[src/rtl/dbg_ctrl_pkg.sv]
// Shared types and dcsr.cause encodings for the per-hart debug-mode controller.
package dbg_ctrl_pkg;

    typedef enum logic [1:0] {
        RUN   = 2'd0,
        DEBUG = 2'd1,
        STEP  = 2'd2
    } dbg_state_e;

    localparam logic [2:0] CAUSE_NONE      = 3'd0;
    localparam logic [2:0] CAUSE_EBREAK    = 3'd1;
    localparam logic [2:0] CAUSE_TRIGGER   = 3'd2;
    localparam logic [2:0] CAUSE_HALTREQ   = 3'd3;
    localparam logic [2:0] CAUSE_STEP      = 3'd4;
    localparam logic [2:0] CAUSE_RESETHALT = 3'd5;

endpackage

[src/rtl/debug_hart_fsm.sv]
// One hart's RUN/DEBUG/STEP controller: debug_mode flag, entry pulse, dpc and dcsr.cause capture.
module debug_hart_fsm
    import dbg_ctrl_pkg::*;
#(
    parameter int unsigned XLEN         = 64,
    parameter bit          RESET_HALTED = 1'b0
) (
    input  logic            clk,
    input  logic            rst_i,
    input  logic            debug_req_i,
    input  logic            ebreak_i,
    input  logic            step_i,
    input  logic            instr_retire_i,
    input  logic            dret_i,
    input  logic [XLEN-1:0] pc_i,
    output logic            debug_mode_q,
    output logic            enter_debug_o,
    output logic [XLEN-1:0] dpc_o,
    output logic [2:0]      dcause_o
);

    localparam dbg_state_e RST_STATE = RESET_HALTED ? DEBUG : RUN;
    localparam logic [2:0] RST_CAUSE = RESET_HALTED ? CAUSE_RESETHALT : CAUSE_NONE;
    localparam logic       RST_MODE  = RESET_HALTED;

    dbg_state_e state_r;
    logic       trig_s;
    logic [2:0] trig_cause_s;

    // Entry trigger and its cause; retirement only counts while single-stepping.
    always_comb begin
        trig_s       = 1'b0;
        trig_cause_s = CAUSE_NONE;
        if (ebreak_i) begin
            trig_s       = 1'b1;
            trig_cause_s = CAUSE_EBREAK;
        end else if (debug_req_i) begin
            trig_s       = 1'b1;
            trig_cause_s = CAUSE_HALTREQ;
        end else if (instr_retire_i && (state_r == STEP)) begin
            trig_s       = 1'b1;
            trig_cause_s = CAUSE_STEP;
        end else begin
            trig_s       = 1'b0;
            trig_cause_s = CAUSE_NONE;
        end
    end

    // Debug state machine with registered outputs.
    always_ff @(posedge clk or posedge rst_i) begin
        if (rst_i) begin
            state_r       <= RST_STATE;
            debug_mode_q  <= RST_MODE;
            enter_debug_o <= 1'b0;
            dpc_o         <= {XLEN{1'b0}};
            dcause_o      <= RST_CAUSE;
        end else begin
            case (state_r)
                RUN, STEP: begin
                    if (trig_s) begin
                        state_r       <= DEBUG;
                        debug_mode_q  <= 1'b1;
                        enter_debug_o <= 1'b1;
                        dpc_o         <= pc_i;
                        dcause_o      <= trig_cause_s;
                    end else begin
                        enter_debug_o <= 1'b0;
                    end
                end
                DEBUG: begin
                    // Halt sources are ignored here; dpc and cause hold until the next entry.
                    enter_debug_o <= 1'b0;
                    if (dret_i) begin
                        state_r      <= step_i ? STEP : RUN;
                        debug_mode_q <= 1'b0;
                    end else begin
                        debug_mode_q <= 1'b1;
                    end
                end
                default: begin
                    state_r       <= RUN;
                    debug_mode_q  <= 1'b0;
                    enter_debug_o <= 1'b0;
                end
            endcase
        end
    end

endmodule

[src/rtl/debug_mode_ctrl.sv]
// Per-hart debug-mode controller array; packs per-hart slices and reports all-halted.
module debug_mode_ctrl
    import dbg_ctrl_pkg::*;
#(
    parameter int unsigned NUM_HARTS    = 1,
    parameter int unsigned XLEN         = 64,
    parameter bit          RESET_HALTED = 1'b0
) (
    input  logic                      clk,
    input  logic                      rst_i,
    input  logic [NUM_HARTS-1:0]      debug_req_i,
    input  logic [NUM_HARTS-1:0]      ebreak_i,
    input  logic [NUM_HARTS-1:0]      step_i,
    input  logic [NUM_HARTS-1:0]      instr_retire_i,
    input  logic [NUM_HARTS-1:0]      dret_i,
    input  logic [NUM_HARTS*XLEN-1:0] pc_i,
    output logic [NUM_HARTS-1:0]      debug_mode_q,
    output logic [NUM_HARTS-1:0]      enter_debug_o,
    output logic [NUM_HARTS*XLEN-1:0] dpc_o,
    output logic [NUM_HARTS*3-1:0]    dcause_o,
    output logic                      halted_o
);

    for (genvar g = 0; g < NUM_HARTS; g++) begin : g_hart
        debug_hart_fsm #(
            .XLEN         (XLEN),
            .RESET_HALTED (RESET_HALTED)
        ) u_hart (
            .clk            (clk),
            .rst_i          (rst_i),
            .debug_req_i    (debug_req_i[g]),
            .ebreak_i       (ebreak_i[g]),
            .step_i         (step_i[g]),
            .instr_retire_i (instr_retire_i[g]),
            .dret_i         (dret_i[g]),
            .pc_i           (pc_i[g*XLEN +: XLEN]),
            .debug_mode_q   (debug_mode_q[g]),
            .enter_debug_o  (enter_debug_o[g]),
            .dpc_o          (dpc_o[g*XLEN +: XLEN]),
            .dcause_o       (dcause_o[g*3 +: 3])
        );
    end

    assign halted_o = &debug_mode_q;

endmodule
[config.mk]
export PLATFORM = sky130hd
export DESIGN_NAME = debug_mode_ctrl
export DESIGN_NICKNAME = d
export VERILOG_FILES = /design/src/rtl/dbg_ctrl_pkg.sv /design/src/rtl/debug_hart_fsm.sv /design/src/rtl/debug_mode_ctrl.sv
export SDC_FILE = /design/constraint.sdc
export NUM_CORES = 1
export LEC_CHECK = 0
export ABC_AREA = 0
export BUFFER_PORTS_ARGS = -buffer_cell sky130_fd_sc_hd__buf_2
export CAP_MARGIN = 20
export CORE_MARGIN = 2
export CORE_UTILIZATION = 40
export DETAILED_ROUTE_END_ITERATION = 8
export GPL_ROUTABILITY_DRIVEN = 0
export GPL_TIMING_DRIVEN = 0
export PLACE_DENSITY = 0.71
export SLEW_MARGIN = 30
export SYNTH_ARGS = -nofsm -noshare
export SYNTH_HDL_FRONTEND = slang
export SYNTH_HIERARCHICAL = 1
export SYNTH_SLANG_ARGS = --single-unit
[constraint.sdc]
create_clock -name clk -period 3 [get_ports clk]
set_input_delay 0.6 -clock clk [delete_from_list [all_inputs] [get_ports clk]]
set_output_delay 0.6 -clock clk [all_outputs]
set_load 0.02 [all_outputs]
==> results.md <==
| Metric | Value |
|---|---|
| CTS max path bufs | 2 |
| Initial Utilization | 0.419 |
| Hold Vio Cnt, Final | 0 |
| Power density cells | 1180 nW/um^2 |
| Number of H-tree levels | 3 |
| Wirelength per Cell | 14.0 um |
| Crit Path Category | flip-flop to primary output |
| Via Count | 1863 |
| Post-layout instance count excluding filler cells | 416 |
| Total DRC errors in the routed layout | 0 |
| Number of enable-type register cells in the synthesized netlist | 0 |
| WHS | 0.272 ns |
| Number of nets at the end of the flow | 387 |
| Most frequent cells after synthesis | sky130_fd_sc_hd__dfrtp_1 (71), sky130_fd_sc_hd__mux2_4 (49), sky130_fd_sc_hd__mux2_2 (15) |
| TritonCTS clock tree | done |
| Number of core rows | 30 |
| CTS buffer count | 9 |
| RSZ-0062 raised after global routing | false |
| Worst Path Max Fanout | 3 |
| Hold WC Path Type | primary input to asynchronous set/reset pin |
| Number of max-slew violations in the final report | 0 |
| Average cell area after synthesis | 17.5 um^2 |
| Post-synth top area cell | sky130_fd_sc_hd__dfrtp_1 |
| Total global routing overflow | 0 |
| Port Buffers | 140 |
| CTS resizes | 0 |
| Crit path buf inv count | 2 |
| Smallest setup slack after layout | 1.40 ns |
| Sink Count | 71 |
| Post-Route Setup TNS | 0 ns |
| Final Setup Violations | 0 |
| Warnings, synthesis | 6 |
| Sequential share of the synthesized area | 0.618 |
| Crit path max-delay family | flip-flops |
| Boundary Pins | 141 |
| Worst voltage drop across the vdd grid | 0.480 mV |
| Worst Tran Pin Value | 0.425 ns |
| Endpoint of the worst-slack reg-to-reg timing path | g_hart[0].u_hart/dpc_o[28] |
| Result of the run | completed |
| Synth-to-layout area growth | 35.8% |
| CP Data Arrival Time | 1.00 ns |
| Maximum number of pins on one net before global-route repair | 39 |
| Vias per std cell | 4.48 |
| Synth async-reset ratio | 1.00 |
| Clock-pin slew of the registers on the worst-case setup and hold paths | 0.08 ns |
| GRT Util Overall | 0.149 |
| Cell at the root of the clock tree | sky130_fd_sc_hd__clkbuf_8 |
| Highest cell delay on the worst timing path | 0.40 ns |
| Number of DRC violations after detailed-routing iteration 0 | 41 |
| CP Cell Sequence | buf_4 -> buf_2 |
| Top FF cell, synth | sky130_fd_sc_hd__dfrtp_1 |
| Top cell type's share of synthesized area | 0.618 |
| Clock latency reported for the late side of the worst-skew pair | 0.33 ns |
| Post-synthesis cell type count | 17 |
| Layout cell share with drive strength beyond 1 | 0.722 |
| Minimum clock period after layout | 1.60 ns |
| Required time of the critical path | 2.40 ns |
| Critical Path Stages | 2 |
| Worst reg2reg startpoint | g_hart[0].u_hart/state_r[1] |
| Area post-placement | 3720 um^2 |
| Setup slack at placement | 1.12 ns |
| Slowest stage cell on the critical path | sky130_fd_sc_hd__dfrtp_1 |
| Post-CTS setup repair buffer count | 0 |
| Setup crit start | g_hart[0].u_hart/debug_mode_q |
| Post-route cell area | 3910 um^2 |
| Critical path startpoint category | flip-flop |
| Hold Buf Count CTS | 0 |
| Dominant cell by count in the synthesized netlist | sky130_fd_sc_hd__dfrtp_1 |
| Post-detailed-routing wire length | 5840 um |
| Final worst-path cycle share | 0.534 |
| Core footprint | 6870 um^2 |
| Placed instance count | 401 |
| Synthesized Nets | 235 |
| Post-synthesis instance total | 164 |
| Synthesis-stage register bit count | 71 |
| Synthesized area | 2880 um^2 |
| MaxCap Viol Count | 0 |
| Total iterations of the first detailed-routing run | 2 |
| FF-to-FF setup slack | 1.45 ns |
| Die X-Extent | 88.8 um |
| FF-to-FF path depth | 5 |
| Number of antenna-violating nets in the routed design | 0 |
| Number of inserted filler cells in the final layout | 581 |
| Post-layout power | 4.61 mW |
| Worst relative slew slack | 0.717 |
| Antenna violations before repair | 0 |
| Utilization of the core after routing | 0.568 |
| Largest cells by area after synthesis | sky130_fd_sc_hd__dfrtp_1 (62%), sky130_fd_sc_hd__mux2_4 (26%), sky130_fd_sc_hd__mux2_2 (5.9%), sky130_fd_sc_hd__buf_6 (2.3%), sky130_fd_sc_hd__o21ai_0 (1.2%) |
| Half-perimeter wire length after placement | 4230 um |
| Final Skew | 0.00903 ns |
| Max Freq | 624 MHz |
| Vias in the first global route | 1931 |
| Diodes inserted | 0 |
| Die area | 7880 um^2 |
| Height of the chip | 88.8 um |
| Static leakage | 2.01 nW |
| Wire length of the first global-routing pass | 8980 um |
| Sort of element at the end of the critical path | primary output |
## layout by cell type (no fill, tap or decap), drive strengths merged
master / count
a211oi: 1
buf: 149
bufinv: 1
clkbuf: 10
clkinv: 2
clkinvlp: 3
dfrtp: 71
inv: 1
mux2: 64
nand2: 1
nand2b: 1
nand3: 2
nor2: 4
nor2b: 1
o21ai: 7
o22a: 1
or3b: 1
## power breakdown
part           switching [mW]  internal [mW]  total (mW)
Clock                   0.350          0.376       0.726
Sequential              0.248           1.43        1.68
Combinational            1.14           1.06        2.20
## worst register-to-register path: cells and delay by family (launching register included)
kind / cells / cell delay (ns)
mux: 1 / 0.31
flops: 1 / 0.42
buf+inv: 2 / 0.33
compound gates: 1 / 0.28
simple gates: 1 / 0.10
## final cells by class
type / instances / area [um^2] / area share
clock inverters: 6 / 62.6 / 0.0160
repair buffers: 141 / 721 / 0.185
inverters: 1 / 6.26 / 0.00160
well taps: 96 / 120 / 0.0308
flip-flops and latches: 71 / 1780 / 0.455
clock buffers: 9 / 124 / 0.0317
multi-input cells: 83 / 1010 / 0.259
plain buffers: 9 / 83.8 / 0.0215
## cell families (layout without fill, tap and decap cells)
family                 after synthesis  count (layout)  synth area share
DFF                                 71              71             0.618
and+or+nand+nor                     10              10            0.0174
muxes                               64              64             0.315
AOI/OAI and AO/OA                    9               9            0.0196
buffers and inverters               10             166            0.0305
## sequential cells by signal (all words and copies together) (netlist names)
signal	cells
g_hart.u_hart/state_r	2
g_hart.u_hart/dcause_o	3
g_hart.u_hart/dpc_o	64
g_hart.u_hart/debug_mode_q	1
g_hart.u_hart/enter_debug_o	1
## metal layers
| metal | up-vias | global-route usage | routed length [um] |
|---|---|---|---|
| met5 | - | 0 | 0 |
| met4 | 0 | 0.0620 | 73 |
| met3 | 8 | 0.0476 | 445 |
| met2 | 80 | 0.245 | 2800 |
| met1 | 900 | 0.183 | 2530 |
| li1 | 875 | - | - |
## how the worst max path moves through the flow
stage,endpoint,slack (ns)
after global routing,halted_o,1.34
after detailed placement,g_hart[0].u_hart/dpc_o[28],1.12
after global placement,g_hart[0].u_hart/dpc_o[57],-0.21
after floorplan,g_hart[0].u_hart/dcause_o[0],0.60
final,halted_o,1.40
after CTS,halted_o,1.36
Power figures use the tool's default switching activity.
